**src/rtl/sum_to_bcd_display_if.sv**
```systemverilog
// Handshake and display bus between the adder front end and the BCD display stage.
interface sum_to_bcd_display_if;
  logic       start;
  logic [7:0] S;
  logic       Co;
  logic       busy;
  logic       done;
  logic [3:0] Hundreds;
  logic [3:0] Tens;
  logic [3:0] Ones;
  logic [6:0] Hex2;
  logic [6:0] Hex1;
  logic [6:0] Hex0;

  modport master (
    output start, S, Co,
    input  busy, done, Hundreds, Tens, Ones, Hex2, Hex1, Hex0
  );

  modport slave (
    input  start, S, Co,
    output busy, done, Hundreds, Tens, Ones, Hex2, Hex1, Hex0
  );
endinterface

```
**src/rtl/sum_to_bcd_display.sv**
```systemverilog
// Captures the 9-bit adder sum, converts it to BCD with a one-bit-per-clock
// double-dabble engine and drives three 7-segment digits.
module sum_to_bcd_display #(
  parameter bit SEG_ACTIVE_LOW = 1'b1,
  parameter bit BLANK_LEADING  = 1'b1
) (
  input logic                  clk,
  input logic                  rst,
  sum_to_bcd_display_if.slave  bus
);

  localparam int unsigned BIN_W = 9;
  localparam int unsigned BCD_W = 12;
  localparam int unsigned REG_W = BIN_W + BCD_W;
  localparam int unsigned CNT_W = 4;
  localparam int unsigned SEG_W = 7;

  typedef enum logic {IDLE, SHIFT} state_t;

  state_t             state;
  logic [REG_W-1:0]   sreg;
  logic [REG_W-1:0]   sreg_next;
  logic [CNT_W-1:0]   cnt;
  logic               busy;
  logic               done;
  logic [3:0]         hundreds;
  logic [3:0]         tens;
  logic [3:0]         ones;
  logic               blank2;
  logic               blank1;

  function automatic logic [3:0] add3(input logic [3:0] n);
    return (n >= 4'd5) ? n + 4'd3 : n;
  endfunction

  function automatic logic [SEG_W-1:0] seg_enc(input logic [3:0] d);
    logic [SEG_W-1:0] p;
    case (d)
      4'd0:    p = 7'b0111111;
      4'd1:    p = 7'b0000110;
      4'd2:    p = 7'b1011011;
      4'd3:    p = 7'b1001111;
      4'd4:    p = 7'b1100110;
      4'd5:    p = 7'b1101101;
      4'd6:    p = 7'b1111101;
      4'd7:    p = 7'b0000111;
      4'd8:    p = 7'b1111111;
      4'd9:    p = 7'b1101111;
      default: p = 7'b0000000;
    endcase
    return p;
  endfunction

  function automatic logic [SEG_W-1:0] seg_drive(input logic [3:0] d, input logic blank);
    logic [SEG_W-1:0] p;
    p = blank ? '0 : seg_enc(d);
    return SEG_ACTIVE_LOW ? ~p : p;
  endfunction

  // One double-dabble step: add 3 to every BCD nibble >= 5, then shift left.
  always_comb begin
    sreg_next = {add3(sreg[20:17]), add3(sreg[16:13]), add3(sreg[12:9]), sreg[8:0]} << 1;
  end

  // Conversion FSM with registered handshake and digit outputs.
  always_ff @(posedge clk) begin
    if (rst) begin
      state    <= IDLE;
      sreg     <= '0;
      cnt      <= '0;
      busy     <= 1'b0;
      done     <= 1'b0;
      hundreds <= '0;
      tens     <= '0;
      ones     <= '0;
    end else begin
      done <= 1'b0;
      case (state)
        IDLE: begin
          if (bus.start) begin
            sreg  <= {BCD_W'(0), bus.Co, bus.S};
            cnt   <= '0;
            busy  <= 1'b1;
            state <= SHIFT;
          end
        end
        SHIFT: begin
          sreg <= sreg_next;
          cnt  <= cnt + CNT_W'(1);
          if (cnt == CNT_W'(BIN_W - 1)) begin
            hundreds <= sreg_next[20:17];
            tens     <= sreg_next[16:13];
            ones     <= sreg_next[12:9];
            done     <= 1'b1;
            busy     <= 1'b0;
            state    <= IDLE;
          end
        end
        default: state <= IDLE;
      endcase
    end
  end

  // Leading-zero blanking; the ones digit is always shown.
  assign blank2 = BLANK_LEADING && (hundreds == 4'd0);
  assign blank1 = blank2 && (tens == 4'd0);

  // Output bus: registered handshake/digits, combinational segment decode.
  assign bus.busy     = busy;
  assign bus.done     = done;
  assign bus.Hundreds = hundreds;
  assign bus.Tens     = tens;
  assign bus.Ones     = ones;
  assign bus.Hex2     = seg_drive(hundreds, blank2);
  assign bus.Hex1     = seg_drive(tens, blank1);
  assign bus.Hex0     = seg_drive(ones, 1'b0);

endmodule
```
**src/flat_wrapper.sv**
```systemverilog
// flat-port wrapper written by rule: the top's interface ports become plain ports
module sum_to_bcd_display_flat 
#(
  parameter bit SEG_ACTIVE_LOW = 1'b1,
  parameter bit BLANK_LEADING  = 1'b1
)
  (clk, rst, bus_start, bus_S, bus_Co, bus_busy, bus_done, bus_Hundreds, bus_Tens, bus_Ones, bus_Hex2, bus_Hex1, bus_Hex0);
  sum_to_bcd_display_if bus_i ();
  input logic clk;
  input logic rst;
  input wire logic [$bits(bus_i.start)-1:0] bus_start;
  input wire logic [$bits(bus_i.S)-1:0] bus_S;
  input wire logic [$bits(bus_i.Co)-1:0] bus_Co;
  output wire logic [$bits(bus_i.busy)-1:0] bus_busy;
  output wire logic [$bits(bus_i.done)-1:0] bus_done;
  output wire logic [$bits(bus_i.Hundreds)-1:0] bus_Hundreds;
  output wire logic [$bits(bus_i.Tens)-1:0] bus_Tens;
  output wire logic [$bits(bus_i.Ones)-1:0] bus_Ones;
  output wire logic [$bits(bus_i.Hex2)-1:0] bus_Hex2;
  output wire logic [$bits(bus_i.Hex1)-1:0] bus_Hex1;
  output wire logic [$bits(bus_i.Hex0)-1:0] bus_Hex0;
  assign bus_i.start = bus_start;
  assign bus_i.S = bus_S;
  assign bus_i.Co = bus_Co;
  assign bus_busy = bus_i.busy;
  assign bus_done = bus_i.done;
  assign bus_Hundreds = bus_i.Hundreds;
  assign bus_Tens = bus_i.Tens;
  assign bus_Ones = bus_i.Ones;
  assign bus_Hex2 = bus_i.Hex2;
  assign bus_Hex1 = bus_i.Hex1;
  assign bus_Hex0 = bus_i.Hex0;
  sum_to_bcd_display #(.SEG_ACTIVE_LOW(SEG_ACTIVE_LOW), .BLANK_LEADING(BLANK_LEADING)) u_core (.clk(clk), .rst(rst), .bus(bus_i));
endmodule
```
**config.mk**
```make
export PLATFORM = sky130hd
export DESIGN_NAME = sum_to_bcd_display_flat
export DESIGN_NICKNAME = d
export VERILOG_FILES = /design/src/rtl/sum_to_bcd_display_if.sv /design/src/rtl/sum_to_bcd_display.sv /design/src/flat_wrapper.sv
export SDC_FILE = /design/constraint.sdc
export NUM_CORES = 1
export LEC_CHECK = 0
export CORE_AREA = 2 2 106 67
export DETAILED_ROUTE_END_ITERATION = 8
export DIE_AREA = 0 0 108 69
export PLACE_DENSITY = 0.75
export SLEW_MARGIN = 0
export SYNTH_ARGS = -nofsm -noshare
export SYNTH_HDL_FRONTEND = slang
export SYNTH_SLANG_ARGS = --single-unit
```
**constraint.sdc**
```tcl
create_clock -name clk -period 2.3 [get_ports clk]
set_clock_uncertainty 0.15 [all_clocks]
set_input_delay 0.46 -clock clk [delete_from_list [all_inputs] [get_ports clk]]
set_output_delay 0.46 -clock clk [all_outputs]
set_load 0.01 [all_outputs]
```
==> summary.txt <==
Die
  – Initial Util: 0.4815
  – Die H: 69 um
  – Die span in x: 108 um
  – IO Pins: 47
  – Site Rows: 23
  – Total die area: 0.007452 mm^2
  – Core Box Area: 0.006475 mm^2

Route
  – Avg WL per Cell: 16.61 um
  – Vias post-DR: 3201
  – Routed Antenna Nets: 0
  – Drt total wl: 9752 um
  – Initial DRC Count: 226
  – Router iterations before antenna repair: 5
  – Via-to-Cell Ratio: 5.453
  – DRC: 0

STA
  – Final Critical Period: 2437 ps
  – Final WS setup: -136.7 ps
  – Slew Viols, Final: 0
  – Slew @ Worst Pin: 545.6 ps
  – Setup TNS: -912.0 ps
  – Period utilisation layout: 1.059
  – F_max: 410.4 MHz
  – Final Hold Viols: 0
  – Unrepaired setup endpoints after global routing: yes
  – Rel. slew slack: 0.6355
  – # setup viols final: 11

Synth
  – Seq/Total Area, Yosys: 0.3917
  – Yosys top cell by area: dfxtp_1
  – Synth warnings: 0
  – Syn Area/Cell: 8.590 um^2
  – Synthesis-stage register bit count: 61
  – Most numerous cell in the Yosys netlist: dfxtp_1
  – Syn Nets: 401
  – Ranking of synthesized cells by area: dfxtp_1 39%, ha_1 10%, nor2_1 4.2%
  – Yosys top cell area share: 0.3917
  – Cells after Synth: 363
  – Mapped Area: 0.003118 mm^2
  – Count of cell types in the netlist: 53
  – Fraction of registers with async set/reset: 0
  – Synth Flop Type: dfxtp_1
  – Commonest cells post-synth: 61 x dfxtp_1, 35 x nor2_1, 31 x inv_1
  – EDFF count, synth: 0

Critical path
  – Reg2Reg Depth: 9
  – FF-to-FF setup slack: -30 ps
  – Worst-path fanout max: 3
  – Crit. End Element: output port
  – Critical path endpoint: bus_Hex1[1]
  – Critical path, cell by cell: or4_4, nand4b_1, buf_4, nand2_2, buf_6
  – Instance count on the critical path: 5
  – Critical path's largest stage delay: 540 ps
  – Critical path launch point: u_core.bus.Hundreds[0]
  – Worst EP arrival: 1830 ps
  – Startpoint Class: flip-flop
  – Worst Setup Path Type: reg2out
  – CP Buf/Inv Count: 2
  – Reg-to-Reg Start: u_core.cnt[0]
  – Top delay family on crit path: simple AND/OR/NAND/NOR gates
  – Crit-path slowest cell: or4_4
  – Worst Path Required: 1690 ps

Clock tree
  – Number of CTS-inserted buffers: 9
  – CTS clk-pin slew, worst paths: 70 ps
  – Clock root buffer: clkbuf_8
  – CTS tree: done
  – H-tree levels: 3
  – Worst skew pair latency: 340 ps
  – Clock tree buffer depth: 2
  – Clock Sinks: 61

Layout
  – Fin area: 0.005086 mm^2
  – Post-layout util: 0.7855
  – Area grow syn2layout: 63.12%
  – NumNets Final: 533
  – Layout cell share with drive strength beyond 1: 0.4400
  – Diode count: 0

Power and ir drop
  – Max VDD drop: 0.0003830 V
  – Lkg Pwr: 0.002104 uW
  – PD cells: 454.1 mW/mm^2

GRT
  – First-pass GRT wire length: 13890 um
  – Total track usage: 0.2350
  – Gr ovfl total: 0
  – Initial antenna violation count: 0
  – Largest net degree at the start of global routing: 51
  – Vias in the first global route: 2923

Outcome
  – Failing checks: setup timing
  – Status: complete, but fails checks

Place
  – Post-DP HPWL: 5596 um
  – GP Congestion: 0.8807
  – DP Area: 0.004208 mm^2
  – PortBufs: 46

Flow run
  – Max-cap violation count: 0

Min path
  – Hold Crit Class: reg2reg
  – Hold Path Cell Cnt: 2
layout by cell type (no fill, tap or decap), types with 3 or more instances in the layout:
master,count
nand3_1,10
nand2b_1,3
o21ai_2,4
clkbuf_8,11
or3_1,4
dfxtp_2,6
inv_4,3
ha_2,3
nand2_1,23
buf_4,77
clkbuf_2,7
nor2_1,33
buf_12,3
o311ai_4,3
a211oi_2,4
nand2b_4,3
o21ai_0,10
buf_6,16
or3_4,3
o311ai_2,5
nand2_2,6
inv_2,12
mux2i_1,10
nor3_1,10
inv_1,19
nor3b_1,11
dfxtp_1,54
a21oi_1,23
ha_1,9
ha_4,14
clkdlybuf4s50_1,31
metal layers:
layer | part of all wire | vias to the layer above | wire length (um) | track usage
met5 | 0 | - | 0 | 0
met4 | 0.014 | 0 | 138 | 0.06980
met3 | 0.070 | 16 | 686 | 0.05771
met2 | 0.49 | 129 | 4745 | 0.3829
met1 | 0.43 | 1521 | 4181 | 0.3078
li1 | - | 1535 | - | -
final cells by class:
class	instances	area [um^2]
repair buffers	139	1212
inverters	34	135.1
well taps	87	108.9
clock inverters	4	70.07
clock buffers	12	155.1
fillers	405	1389
flip-flops and latches	61	1232
multi-input cells	250	2172
repair_timing:
action                     in CTS  in global routing
hold buffers                    0                  0
pin swaps                      18                 23
gates resized for setup        77                112
setup endpoints to repair      34                 34
hold endpoints to repair        0                  0
setup buffers                   9                 16
worst min-delay path by stage:
| stage | end | startpoint | slack (ps) |
|---|---|---|---|
| global route | u_core.sreg[8] | u_core.sreg[7] | 390 |
| detailed placement | u_core.sreg[3] | u_core.sreg[2] | 330 |
| global placement | u_core.sreg[7] | u_core.sreg[6] | 320 |
| finish | u_core.sreg[3] | u_core.sreg[2] | 340 |
| CTS | u_core.sreg[3] | u_core.sreg[2] | 340 |
| floorplan | u_core.sreg[8] | u_core.sreg[7] | 300 |
power breakdown:
| group | internal, uW | leakage, uW | switching (uW) |
|---|---|---|---|
| Clock | 666 | 0.000116 | 430 |
| Combinational | 63.4 | 0.00149 | 69.7 |
| Sequential | 1070 | 0.000498 | 10.4 |
| Total | 1800 | 0.00210 | 510 |
per-stage QoR:
| step | total power (uW) | hold slack (ps) | instances | worst slack [ps] |
|---|---|---|---|---|
| floorplan | 1179 | 303.7 | 363 | -7.014 |
| finish | 2310 | 339.1 | 587 | -136.7 |
| global placement | 1229 | 319.5 | 547 | -525.8 |
| detailed placement | 1234 | 333.6 | 547 | -590.2 |
| CTS | 2309 | 344.9 | 572 | -112.6 |
| global route | 2390 | 390.4 | 587 | -231.8 |
kinds of logic after synthesis:
logic type	after synthesis	share of synthesized area
adder cells (fa/ha/maj)	26	0.1043
flip-flops	61	0.3917
buffers and inverters	52	0.06581
AO/OA/AOI/OAI	88	0.2006
AND/OR/NAND/NOR	125	0.2027
XOR/XNOR	1	0.002810
multiplexers	10	0.03210
worst min-delay path: stages (launching register included):
cell and delay, ps:
dfxtp_1 320, a21oi_1 60, nor2_1 70
Note: power is estimated with default switching activity, not from simulation.
